<file path="src/rtl/llc_dma_req_gen_pkg.sv">
// Shared types and constants for the LLC DMA request generator.
package llc_dma_req_gen_pkg;

    // Width of an LLC line address and of a cache line payload.
    localparam int LINE_ADDR_BITS = 16;
    localparam int LINE_BITS      = 32;

    // Coherence message codes carried on the LLC DMA request channel.
    localparam logic [1:0] DMA_REQ_READ  = 2'b01;
    localparam logic [1:0] DMA_REQ_WRITE = 2'b10;

    // Transfer sequencing states.
    typedef enum logic [1:0] {
        IDLE  = 2'd0,
        ISSUE = 2'd1,
        DRAIN = 2'd2,
        DONE  = 2'd3
    } dma_gen_state_t;

    // Coherence message for a transfer direction.
    function automatic logic [1:0] dma_coh_msg(input logic is_write);
        return is_write ? DMA_REQ_WRITE : DMA_REQ_READ;
    endfunction

endpackage

</file>
<file path="src/rtl/llc_dma_rsp_buf.sv">
// One-entry valid/ready register slice. Accepts a new entry when empty or
// when the current entry leaves in the same cycle; flush discards the entry.
module llc_dma_rsp_buf #(
    parameter int WIDTH = 32
) (
    input  logic             clk,
    input  logic             rst,
    input  logic             flush,
    input  logic             in_valid,
    output logic             in_ready,
    input  logic [WIDTH-1:0] in_data,
    output logic             out_valid,
    input  logic             out_ready,
    output logic [WIDTH-1:0] out_data
);

    assign in_ready = !out_valid || out_ready;

    // Entry register: load, drain or flush; data holds while stalled.
    // NOTE: sequential state uses non-blocking (<=) so every register samples pre-edge values.
    always_ff @(posedge clk or negedge rst) begin
        if (!rst) begin
            out_valid <= 1'b0;
            out_data  <= '0;
        end else if (flush) begin
            out_valid <= 1'b0;
        end else if (in_valid && in_ready) begin
            out_valid <= 1'b1;
            out_data  <= in_data;
        end else if (out_ready) begin
            out_valid <= 1'b0;
        end
    end

endmodule

</file>
<file path="src/rtl/llc_dma_req_gen.sv">
// LLC DMA request generator: turns a line-granular transfer descriptor into
// one LLC DMA request per line and returns read lines in order.
// Optional watchdog: define LLC_DMA_REQ_GEN_TIMEOUT_EN.
module llc_dma_req_gen
    import llc_dma_req_gen_pkg::*;
#(
    parameter int LEN_BITS        = 16,
    parameter int MAX_OUTSTANDING = 4,
    parameter int TIMEOUT_CYCLES  = 1024
) (
    input  logic                      clk,
    input  logic                      rst,
    input  logic                      desc_valid,
    output logic                      desc_ready,
    input  logic                      desc_write,
    input  logic [LINE_ADDR_BITS-1:0] desc_addr,
    input  logic [LEN_BITS-1:0]       desc_len,
    input  logic                      wdata_valid,
    output logic                      wdata_ready,
    input  logic [LINE_BITS-1:0]      wdata_line,
    output logic                      req_valid,
    input  logic                      req_ready,
    output logic [1:0]                req_coh_msg,
    output logic [LINE_ADDR_BITS-1:0] req_addr,
    output logic [LINE_BITS-1:0]      req_line,
    input  logic                      rsp_valid,
    output logic                      rsp_ready,
    input  logic [LINE_BITS-1:0]      rsp_line,
    output logic                      rdata_valid,
    input  logic                      rdata_ready,
    output logic [LINE_BITS-1:0]      rdata_line,
    output logic                      busy,
    output logic                      done,
    output logic                      error
);

    localparam int REQ_W = 2 + LINE_ADDR_BITS + LINE_BITS;
    localparam int OUT_W = 4;
    localparam logic [OUT_W-1:0] MAX_OUT = OUT_W'(MAX_OUTSTANDING);

    if (MAX_OUTSTANDING < 1 || MAX_OUTSTANDING > 15 || TIMEOUT_CYCLES < 1) begin : g_bad_params
        $error("llc_dma_req_gen: MAX_OUTSTANDING must be 1..15 and TIMEOUT_CYCLES >= 1");
    end

    dma_gen_state_t state_q, state_next;

    logic [LINE_ADDR_BITS-1:0] addr_q;
    logic [LEN_BITS-1:0]       len_q;
    logic                      write_q;
    logic [LEN_BITS-1:0]       load_cnt_q;
    logic [LEN_BITS-1:0]       issued_q;
    logic [LEN_BITS-1:0]       issued_inc;
    logic [OUT_W-1:0]          outstanding_q;
    logic [OUT_W-1:0]          out_next;

    logic             desc_hs, req_hs, rsp_hs, rd_inc, issue_last;
    logic             is_issue, ld_more, rd_load, wr_load;
    logic             req_in_valid, req_in_ready;
    logic [REQ_W-1:0] req_in_data, req_out_data;
    logic             rsp_in_valid, rsp_in_ready;
    logic             timeout_hit;

    assign desc_hs    = desc_valid && desc_ready;
    assign req_hs     = req_valid && req_ready;
    assign rsp_hs     = rsp_valid && rsp_ready;
    assign rd_inc     = req_hs && (req_coh_msg == DMA_REQ_READ);
    assign issued_inc = issued_q + 1'b1;
    assign issue_last = req_hs && (issued_inc == len_q);
    assign is_issue   = (state_q == ISSUE);
    assign ld_more    = (load_cnt_q != len_q);

    // Outstanding reads after this cycle: issue and answer together cancel,
    // and an answer with nothing outstanding leaves the count at zero.
    // NOTE: every always_comb output gets a default first so no latch is inferred.
    always_comb begin
        out_next = outstanding_q;
        if (rd_inc && !rsp_hs) begin
            out_next = outstanding_q + 1'b1;
        end else if (!rd_inc && rsp_hs && (outstanding_q != '0)) begin
            out_next = outstanding_q - 1'b1;
        end
    end

    // A read is staged only if it still fits under the outstanding limit once
    // this cycle's issue/answer are accounted for.
    assign rd_load      = is_issue && !write_q && ld_more && req_in_ready && (out_next < MAX_OUT);
    assign wdata_ready  = is_issue && write_q && ld_more && req_in_ready;
    assign wr_load      = wdata_ready && wdata_valid;
    assign req_in_valid = rd_load || wr_load;
    assign req_in_data  = {dma_coh_msg(write_q), addr_q, write_q ? wdata_line : {LINE_BITS{1'b0}}};

    llc_dma_rsp_buf #(
        .WIDTH (REQ_W)
    ) u_req_buf (
        .clk       (clk),
        .rst       (rst),
        .flush     (timeout_hit),
        .in_valid  (req_in_valid),
        .in_ready  (req_in_ready),
        .in_data   (req_in_data),
        .out_valid (req_valid),
        .out_ready (req_ready),
        .out_data  (req_out_data)
    );

    assign {req_coh_msg, req_addr, req_line} = req_out_data;

    // Responses are taken in every state but IDLE; stray ones are dropped.
    assign rsp_ready    = (state_q != IDLE) && rsp_in_ready;
    assign rsp_in_valid = rsp_valid && (state_q != IDLE) && (outstanding_q != '0);

    llc_dma_rsp_buf #(
        .WIDTH (LINE_BITS)
    ) u_rsp_buf (
        .clk       (clk),
        .rst       (rst),
        .flush     (timeout_hit),
        .in_valid  (rsp_in_valid),
        .in_ready  (rsp_in_ready),
        .in_data   (rsp_line),
        .out_valid (rdata_valid),
        .out_ready (rdata_ready),
        .out_data  (rdata_line)
    );

`ifdef LLC_DMA_REQ_GEN_TIMEOUT_EN
    localparam int TO_W = $clog2(TIMEOUT_CYCLES + 1);
    localparam logic [TO_W-1:0] TO_LAST = TO_W'(TIMEOUT_CYCLES - 1);

    logic [TO_W-1:0] to_cnt_q;
    logic            error_q;
    logic            stalled;

    assign stalled     = (state_q == DRAIN) || (is_issue && req_valid && !req_ready);
    assign timeout_hit = stalled && !req_hs && !rsp_hs && (to_cnt_q == TO_LAST);
    assign error       = error_q;

    // Watchdog: counts stalled cycles, restarts on any channel progress.
    always_ff @(posedge clk or negedge rst) begin
        if (!rst) begin
            to_cnt_q <= '0;
            error_q  <= 1'b0;
        end else begin
            if (timeout_hit) begin
                error_q <= 1'b1;
            end
            if (req_hs || rsp_hs || timeout_hit || (state_q == IDLE)) begin
                to_cnt_q <= '0;
            end else if (stalled) begin
                to_cnt_q <= to_cnt_q + 1'b1;
            end
        end
    end
`else
    assign timeout_hit = 1'b0;
    assign error       = 1'b0;
`endif

    // Next-state selection; a watchdog expiry forces completion.
    always_comb begin
        state_next = state_q;
        case (state_q)
            IDLE:    if (desc_hs) state_next = (desc_len == '0) ? DONE : ISSUE;
            ISSUE:   if (issue_last) state_next = write_q ? DONE : DRAIN;
            DRAIN:   if ((outstanding_q == '0) && !rdata_valid) state_next = DONE;
            DONE:    state_next = IDLE;
            default: state_next = IDLE;
        endcase
        if (timeout_hit) begin
            state_next = DONE;
        end
    end

    // State register with status outputs registered from the next state.
    always_ff @(posedge clk or negedge rst) begin
        if (!rst) begin
            state_q    <= IDLE;
            desc_ready <= 1'b0;
            busy       <= 1'b0;
            done       <= 1'b0;
        end else begin
            state_q    <= state_next;
            desc_ready <= (state_next == IDLE);
            busy       <= (state_next != IDLE);
            done       <= (state_next == DONE);
        end
    end

    // Descriptor latch, address walk and issue/outstanding bookkeeping.
    always_ff @(posedge clk or negedge rst) begin
        if (!rst) begin
            addr_q        <= '0;
            len_q         <= '0;
            write_q       <= 1'b0;
            load_cnt_q    <= '0;
            issued_q      <= '0;
            outstanding_q <= '0;
        end else begin
            if (desc_hs) begin
                addr_q     <= desc_addr;
                len_q      <= desc_len;
                write_q    <= desc_write;
                load_cnt_q <= '0;
                issued_q   <= '0;
            end else begin
                if (req_in_valid) begin
                    addr_q     <= addr_q + 1'b1;
                    load_cnt_q <= load_cnt_q + 1'b1;
                end
                if (req_hs) begin
                    issued_q <= issued_inc;
                end
            end
            outstanding_q <= timeout_hit ? '0 : out_next;
        end
    end

endmodule
</file>
<file path="config.mk">
export PLATFORM = sky130hd
export DESIGN_NAME = llc_dma_req_gen
export DESIGN_NICKNAME = d
export VERILOG_FILES = /design/src/rtl/llc_dma_req_gen_pkg.sv /design/src/rtl/llc_dma_rsp_buf.sv /design/src/rtl/llc_dma_req_gen.sv
export SDC_FILE = /design/constraint.sdc
export NUM_CORES = 1
export LEC_CHECK = 0
export CAP_MARGIN = 25
export CELL_PAD_IN_SITES_DETAIL_PLACEMENT = 2
export CELL_PAD_IN_SITES_GLOBAL_PLACEMENT = 2
export CORE_MARGIN = 8
export CORE_UTILIZATION = 31
export CTS_CLUSTER_SIZE = 10
export DETAILED_ROUTE_END_ITERATION = 8
export PLACE_DENSITY = 0.76
export SYNTH_ARGS = -nofsm -noshare
export SYNTH_HDL_FRONTEND = slang
export SYNTH_HIERARCHICAL = 1
export SYNTH_SLANG_ARGS = --single-unit
</file>
<file path="constraint.sdc">
create_clock -name clk -period 4.27 [get_ports clk]
set_input_delay 0.427 -clock clk [delete_from_list [all_inputs] [get_ports clk]]
set_output_delay 0.427 -clock clk [all_outputs]
set_load 0.02 [all_outputs]
</file>
==> summary.md, run 1 <==
| Metric | Value |
|---|---|
| CP Cell Sequence | `inv_1, ha_1, nor3b_2, nor4_1, or3_1, a22oi_4, o211ai_4, inv_1, nor3b_4, buf_12, mux2_2` |
| CTS tree | `done` |
| Finished Layout Cells | `1281` |
| First-pass DRT Iterations | `4` |
| Synth Cell Area | `0.00793 mm²` |
| Part of the Yosys area used for sequential elements | `49.9%` |
| Area growth syn-to-layout | `35.7%` |
| Lkg Pwr | `4.43 nW` |
| Remaining DRCs | `0` |
| Tmin final | `3.16 ns` |
| Synth Instances | `751` |
| Detailed Route Iter0 Violations | `300` |
| Total wire length | `25800 µm` |
| Seq pwr share | `36.2%` |
| Buf/Inv on CP | `3` |
| Fin crit share | `74.1%` |
| VDD IR max | `0.272 mV` |
| Switching share of power | `37.1%` |
| Status | `finished clean` |
| Dpl hpwl | `19100 µm` |
| Multi-input gate area | `0.00371 mm²` |
| Post-synth top area cell | `dfrtp_1` |
| CP endpoint kind | `register` |
| Sequential Area | `0.00395 mm²` |
| Hold Violations, Final | `0` |
| Maximum fanout along the worst path | `50` |
| Top cell by count, worst path | `inv_1` |
| R2R setup slack | `1.11 ns` |
| Htree depth | `4` |
| Slowest stage cell, crit path | `dfrtp_1` |
| Syn. warnings | `6` |
| Pwr dens | `606 mW/mm²` |
| Yosys top cell area share | `49.9%` |
| Die ar. | `0.0309 mm²` |
| Vias in the first global route | `7265` |
| IO Port Bufs | `192` |
| Pins Over Slew Limit | `0` |
| Die Width | `176 µm` |
| Setup TNS | `0 ns` |
| Critical register-to-register path startpoint | `outstanding_q[1]` |
| Via count | `6405` |
| Final Power | `0.00652 W` |
| CP startpoint kind | `register` |
| Worst r2r dst | `u_req_buf/out_data[8]` |
| RSZ-0062 raised after global routing | `no` |
| Rows | `58` |
| Clock Path Buffers | `2` |
| Synth Register Bits | `158` |
| CP Data Arrival Time | `3.48 ns` |
| Syn_area_per_cell | `10.6 µm²` |
| Dpl cells | `1247` |
| Fmax | `316 MHz` |
| Worst path top cell family by delay | `simple AND/OR/NAND/NOR gates` |
| Final setup vio count | `0` |
| CTS buffer count | `17` |
| CP Depth | `11` |
| Synth top area cells | `dfrtp_1 (50%), mux2_2 (12%), nand2_1 (4.1%), xnor2_1 (3.9%), and2_1 (3.2%)` |
| GRT overflow | `0` |
| Starting Density | `31.5%` |
| Gr usage total | `17.0%` |
| First-pass GRT wire length | `41600 µm` |
| Clock-pin slew on the worst setup and hold paths | `0.07 ns` |
| GP Congestion | `0.765` |
| Initial antenna violation count | `1` |
| Routed len/inst | `20.1 µm` |
| Nets | `1047` |
| Post-Route Skew | `0.0135 ns` |
| Largest net degree at the start of global routing | `84` |
| Layout cells sized above 1 | `14.6%` |
| DIE HEIGHT | `176 µm` |
| Tightest Pin Transition | `0.686 ns` |
| FILL cells | `2642` |
| Antenna viol nets, final | `0` |
| Core area | `0.0252 mm²` |
| Max-cap violations | `0` |
| CP peak stage delay | `0.44 ns` |
| WS Path Type | `register to register` |
| Reg2Reg Depth | `11` |
| CTS root buf | `clkbuf_16` |
| Comb power frac | `40.6%` |
| Slew HR | `53.9%` |
| Clock sinks | `158` |
| Clock Power Share | `23.2%` |
| Unique masters post-synth | `54` |
| Vias per Instance | `5.00` |
| Internal | `0.00410 W` |
| Io pins | `194` |
| Hold WC Path Type | `input pin to async pin` |
| NetSw | `0.00242 W` |
| Worst skew pair latency | `0.43 ns` |
| # resized after CTS | `0` |
| WP data required | `4.58 ns` |
| Final hold slack | `0.421 ns` |
metal layers:
layer / wire [µm] / vias to the layer above / GRT usage, %
li1: - / 3000 / -
met1: 11400 / 3249 / 21.5
met2: 12900 / 128 / 28.7
met3: 1010 / 28 / 3.74
met4: 501 / 0 / 5.12
met5: 0 / - / 0
layout by cell type, fill, tap and decap left out, types with 6 or more instances in the layout:
cell type and count:
o21ai_1 12, and2_1 40, o31ai_1 6, nor3_1 9, clkdlybuf4s50_1 191, and4_1 6, a31oi_1 12, or3_1 25
nor2_1 44, nor4_1 9, inv_1 15, and3_1 11, nand2_1 86, or4_1 8, buf_4 6, mux2_2 82
dfrtp_1 158, xnor2_1 35, xor2_1 16, a21oi_1 24, nand4_1 14, clkbuf_16 17, o21ai_0 27, nand3_1 24
ha_1 6
cell usage after synthesis, drive strengths merged:
cell,number
nor4b,1
buf,18
o311ai,2
or2,2
xnor2,35
o22ai,1
ha,6
inv,15
mux2i,3
nand3,24
a211o,1
nor3b,5
o2111a,1
a22oi,1
o211ai,6
nor4,9
or3,26
a21o,1
o21ai,39
and4,6
nand4,14
nor2b,5
nor3,10
nand2,86
nand2b,2
mux2,82
clkbuf,21
o2111ai,1
conb,1
o31ai,6
o21ba,1
dfrtp,158
and2,41
or4,8
and4b,1
a31oi,12
o21a,1
nor2,45
and3,12
a21oi,24
a41o,2
xor2,16
kinds of logic after synthesis:
family                   count (synthesis)  synth area share, %
AO/OA/AOI/OAI                           99                 7.91
XOR/XNOR                                51                 5.63
adder cells (fa/ha/maj)                  6                0.947
buffers and inverters                   54                 3.57
flip-flops                             158                 49.9
multiplexers                            85                 12.0
other                                    1               0.0473
AND/OR/NAND/NOR                        297                 20.0
layout make-up:
cell class              count  share of cell area [%]
clock inverters            14                    1.36
flip-flops and latches    158                    36.8
repair buffers            202                    19.0
multi-input cells         543                    34.5
well taps                 330                    3.84
clock buffers              18                    3.99
inverters                  15                   0.524
diodes                      1                  0.0233
through the flow:
stage | instance area, µm² | setup slack (ns) | util (%)
2_1_floorplan | 7940 | 1.16 | -
3_5_place_dp | 10200 | 0.805 | 40.4
6_report | 10800 | 1.11 | 42.7
5_1_grt | 10800 | 0.827 | 42.7
4_1_cts | 10800 | 1.04 | 42.7
3_3_place_gp | 10100 | 0.961 | 40.3
flip-flops by register name, indices dropped and copies added (netlist names):
name / count
u_rsp_buf/out_data: 32
write_q: 1
state_q: 2
outstanding_q: 4
busy: 1
addr_q: 16
u_req_buf/out_valid: 1
u_rsp_buf/out_valid: 1
load_cnt_q: 16
done: 1
len_q: 16
desc_ready: 1
issued_q: 16
u_req_buf/out_data: 50
what timing repair did:
item | 4_1_cts | 5_1_grt
hold buffers | 1 | 0
hold endpoints to repair | 23 | 0
buffers inserted | 0 | 0
endpoints found under the setup margin | 0 | 0
worst max path at each step:
stage                                        end              from
final                      u_req_buf/out_data[8]  outstanding_q[1]
after global routing       u_req_buf/out_data[8]  outstanding_q[1]
after CTS                            wdata_ready          len_q[6]
after detailed placement   u_req_buf/out_data[8]         req_ready
after global placement    u_req_buf/out_data[34]         req_ready
after floorplan            u_req_buf/out_data[0]  outstanding_q[1]
power by group through the flow:
stage | sequential (W) | clock [W] | combinational, W
3_3_place_gp | 0.00236 | 0 | 0.00259
3_5_place_dp | 0.00239 | 0 | 0.00268
5_1_grt | 0.00244 | 0.00163 | 0.00285
4_1_cts | 0.00238 | 0.00158 | 0.00271
6_report | 0.00236 | 0.00151 | 0.00265
2_1_floorplan | 0.00266 | 0 | 0.00119
(Power assumes the default switching activity.)
==> run 2: changes to the inputs <==
==> constraint.sdc (replaced) <==
create_clock -name clk -period 3.15 [get_ports clk]
set_input_delay 0.315 -clock clk [delete_from_list [all_inputs] [get_ports clk]]
set_output_delay 0.315 -clock clk [all_outputs]
set_load 0.02 [all_outputs]
==> run 2 against run 1 <==
  * Fmax is 4.9% higher
  * Global-route usage is 0.37 points lower
  * Non-clock buffer count is 15 higher
  * Cell count rose by 1.2%
  * Count of clock-buffer cells in the layout unchanged
  * Clock power up 30%
  * Worst setup slack got worse by 0.97 ns
  * First-iteration DRC count is 5.0% lower
  * Core utilization increased by 0.43 points
  * Sequential share of layout area down 0.35 points
  * Clock skew is 0.0020 ns higher
  * Largest cell class unchanged
  * Largest power group unchanged
==> summary.md, run 2 (synthesis results as in run 1) <==
| Metric | Value |
|---|---|
| Detailed Route Iter0 Violations | `285` |
| Hold Startpoint | `desc_addr[0]` |
| Fin crit share | `95.7%` |
| GP Congestion | `0.772` |
| Clock sinks | `158` |
| Worst skew pair latency | `0.43 ns` |
| Layout cells sized above 1 | `16.4%` |
| Clock Path Buffers | `2` |
| Htree depth | `4` |
| Dpl hpwl | `18900 µm` |
| Initial antenna violation count | `1` |
| Biggest register | `u_req_buf/out_data` |
| CTS tree | `done` |
| Nets | `1062` |
| RSZ-0062 raised after global routing | `no` |
| Critical register-to-register path startpoint | `outstanding_q[1]` |
| Antenna viol nets, final | `0` |
| Routed len/inst | `20.0 µm` |
| CTS buffer count | `17` |
| Clock-pin slew on the worst setup and hold paths | `0.07 ns` |
| CP peak stage delay | `0.45 ns` |
| DIE HEIGHT | `176 µm` |
| Commonest non-fill, non-tap cell in the layout | `clkdlybuf4s50_1` |
| Final setup vio count | `0` |
| Rows | `58` |
| Status | `finished clean` |
| Area growth syn-to-layout | `37.0%` |
| Vias per Instance | `4.99` |
| Starting Density | `31.5%` |
| CP Data Arrival Time | `3.32 ns` |
| WS Path Type | `register to register` |
| FILL cells | `2611` |
| Pins Over Slew Limit | `0` |
| Top cell by count, worst path | `nor3b_4` |
| Via count | `6469` |
| Maximum fanout along the worst path | `12` |
| CTS root buf | `clkbuf_16` |
| Hold Violations, Final | `0` |
| Slowest stage cell, crit path | `dfrtp_2` |
| Dpl cells | `1259` |
| Vias in the first global route | `7196` |
| Tightest Pin Transition | `0.741 ns` |
| Beginning of the critical path | `outstanding_q[1]` |
| CP endpoint kind | `register` |
| Die ar. | `0.0309 mm²` |
| Post-DP Area | `0.0102 mm²` |
| CP Cell Sequence | `inv_2, ha_1, nor3b_4, nor4b_2, or3_4, a22oi_4, o211ai_4, inv_1, nor3b_4, buf_4, buf_6, mux2_2` |
| Core area | `0.0252 mm²` |
| Gr usage total | `16.6%` |
| Die Width | `176 µm` |
| Post-Route Skew | `0.0156 ns` |
| CP startpoint kind | `register` |
| First-pass GRT wire length | `41000 µm` |
| Finished Layout Cells | `1296` |
| Most frequent cells in the layout | `clkdlybuf4s50_1 (191), dfrtp_1 (156), nand2_1 (86)` |
| Largest net degree at the start of global routing | `73` |
| Max reg flops | `50` |
| Slew HR | `50.2%` |
| WP data required | `3.46 ns` |
| VDD IR max | `0.413 mV` |
| GRT overflow | `0` |
| Fmax | `332 MHz` |
| Pwr dens | `816 mW/mm²` |
| First-pass DRT Iterations | `4` |
| Remaining DRCs | `0` |
| Top flop regs | `u_req_buf/out_data (50), u_rsp_buf/out_data (32)` |
| Hold WC Path Type | `input pin to register` |
| Max-cap violations | `0` |
| Io pins | `194` |
| Total wire length | `25900 µm` |
| IO Port Bufs | `192` |
| Fin area | `0.0109 mm²` |
| Lkg Pwr | `4.49 nW` |
| Tmin final | `3.02 ns` |
## run 2: path summary, 6_finish.rpt
kind | to | slack (ns) | depth (start not counted)
max | u_req_buf/out_data[0] | 0.13 | 12
min | addr_q[0] | 0.44 | 3
max reg2reg | u_req_buf/out_data[0] | 0.13 | 12
max in group asynchronous | u_rsp_buf/out_data[18] | 1.89 | 3
min in group asynchronous | u_req_buf/out_data[34] | 0.47 | 2
min reg2reg | u_rsp_buf/out_data[16] | 0.51 | 1
## run 2: through the flow
step	TNS, ns	power, W	worst slack [ns]	hold slack, ns	util, %
finish	0	0.00886	0.135	0.437	43.1
global route	0	0.00939	0.00597	0.452	43.1
CTS	0	0.00895	0.0485	0.417	42.9
detailed placement	-3.33	0.00691	-0.0837	0.400	40.7
global placement	0	0.00677	0.0564	0.395	40.7
floorplan	0	0.00522	0.0401	0.0194	-
## run 2: cell type report
cell class / count / area, µm² / share of cell area, %
clock inverter: 14 / 123 / 1.13
clock buffer: 18 / 429 / 3.95
multi-input combinational: 543 / 3720 / 34.2
timing repair buffer: 217 / 2160 / 19.9
inverter: 15 / 56.3 / 0.518
antenna: 1 / 2.50 / 0.0230
tap: 330 / 413 / 3.80
sequential: 158 / 3960 / 36.4
## run 2: timing repair
action                     4_1_cts  5_1_grt
hold buffers                     1        0
setup endpoints to repair        0       53
buffers inserted                 0        1
hold endpoints to repair        68        0
resized for setup                0        7
## run 2: critical path: cells and delay by family, from the launching register on
family	cells	cell delay (ns)
mux	1	0.35
compound gates	2	0.33
simple gates	4	1.08
fa+ha+maj	1	0.15
flops	1	0.45
buf+inv	4	0.54
## run 2: power breakdown
part | switching (W) | total [W] | internal [W]
Clock | 0.000932 | 0.00197 | 0.00104
Combinational | 0.00183 | 0.00368 | 0.00185
Sequential | 0.000551 | 0.00321 | 0.00266
Total | 0.00331 | 0.00886 | 0.00555
## run 2: layer usage
| metal | vias to the layer above | part of all wire, % | global-route usage (%) |
|---|---|---|---|
| li1 | 3022 | - | - |
| met2 | 134 | 51 | 28.3 |
| met5 | - | 0 | 0 |
| met4 | 0 | 1.5 | 4.63 |
| met3 | 23 | 3.7 | 3.78 |
| met1 | 3290 | 44 | 20.8 |
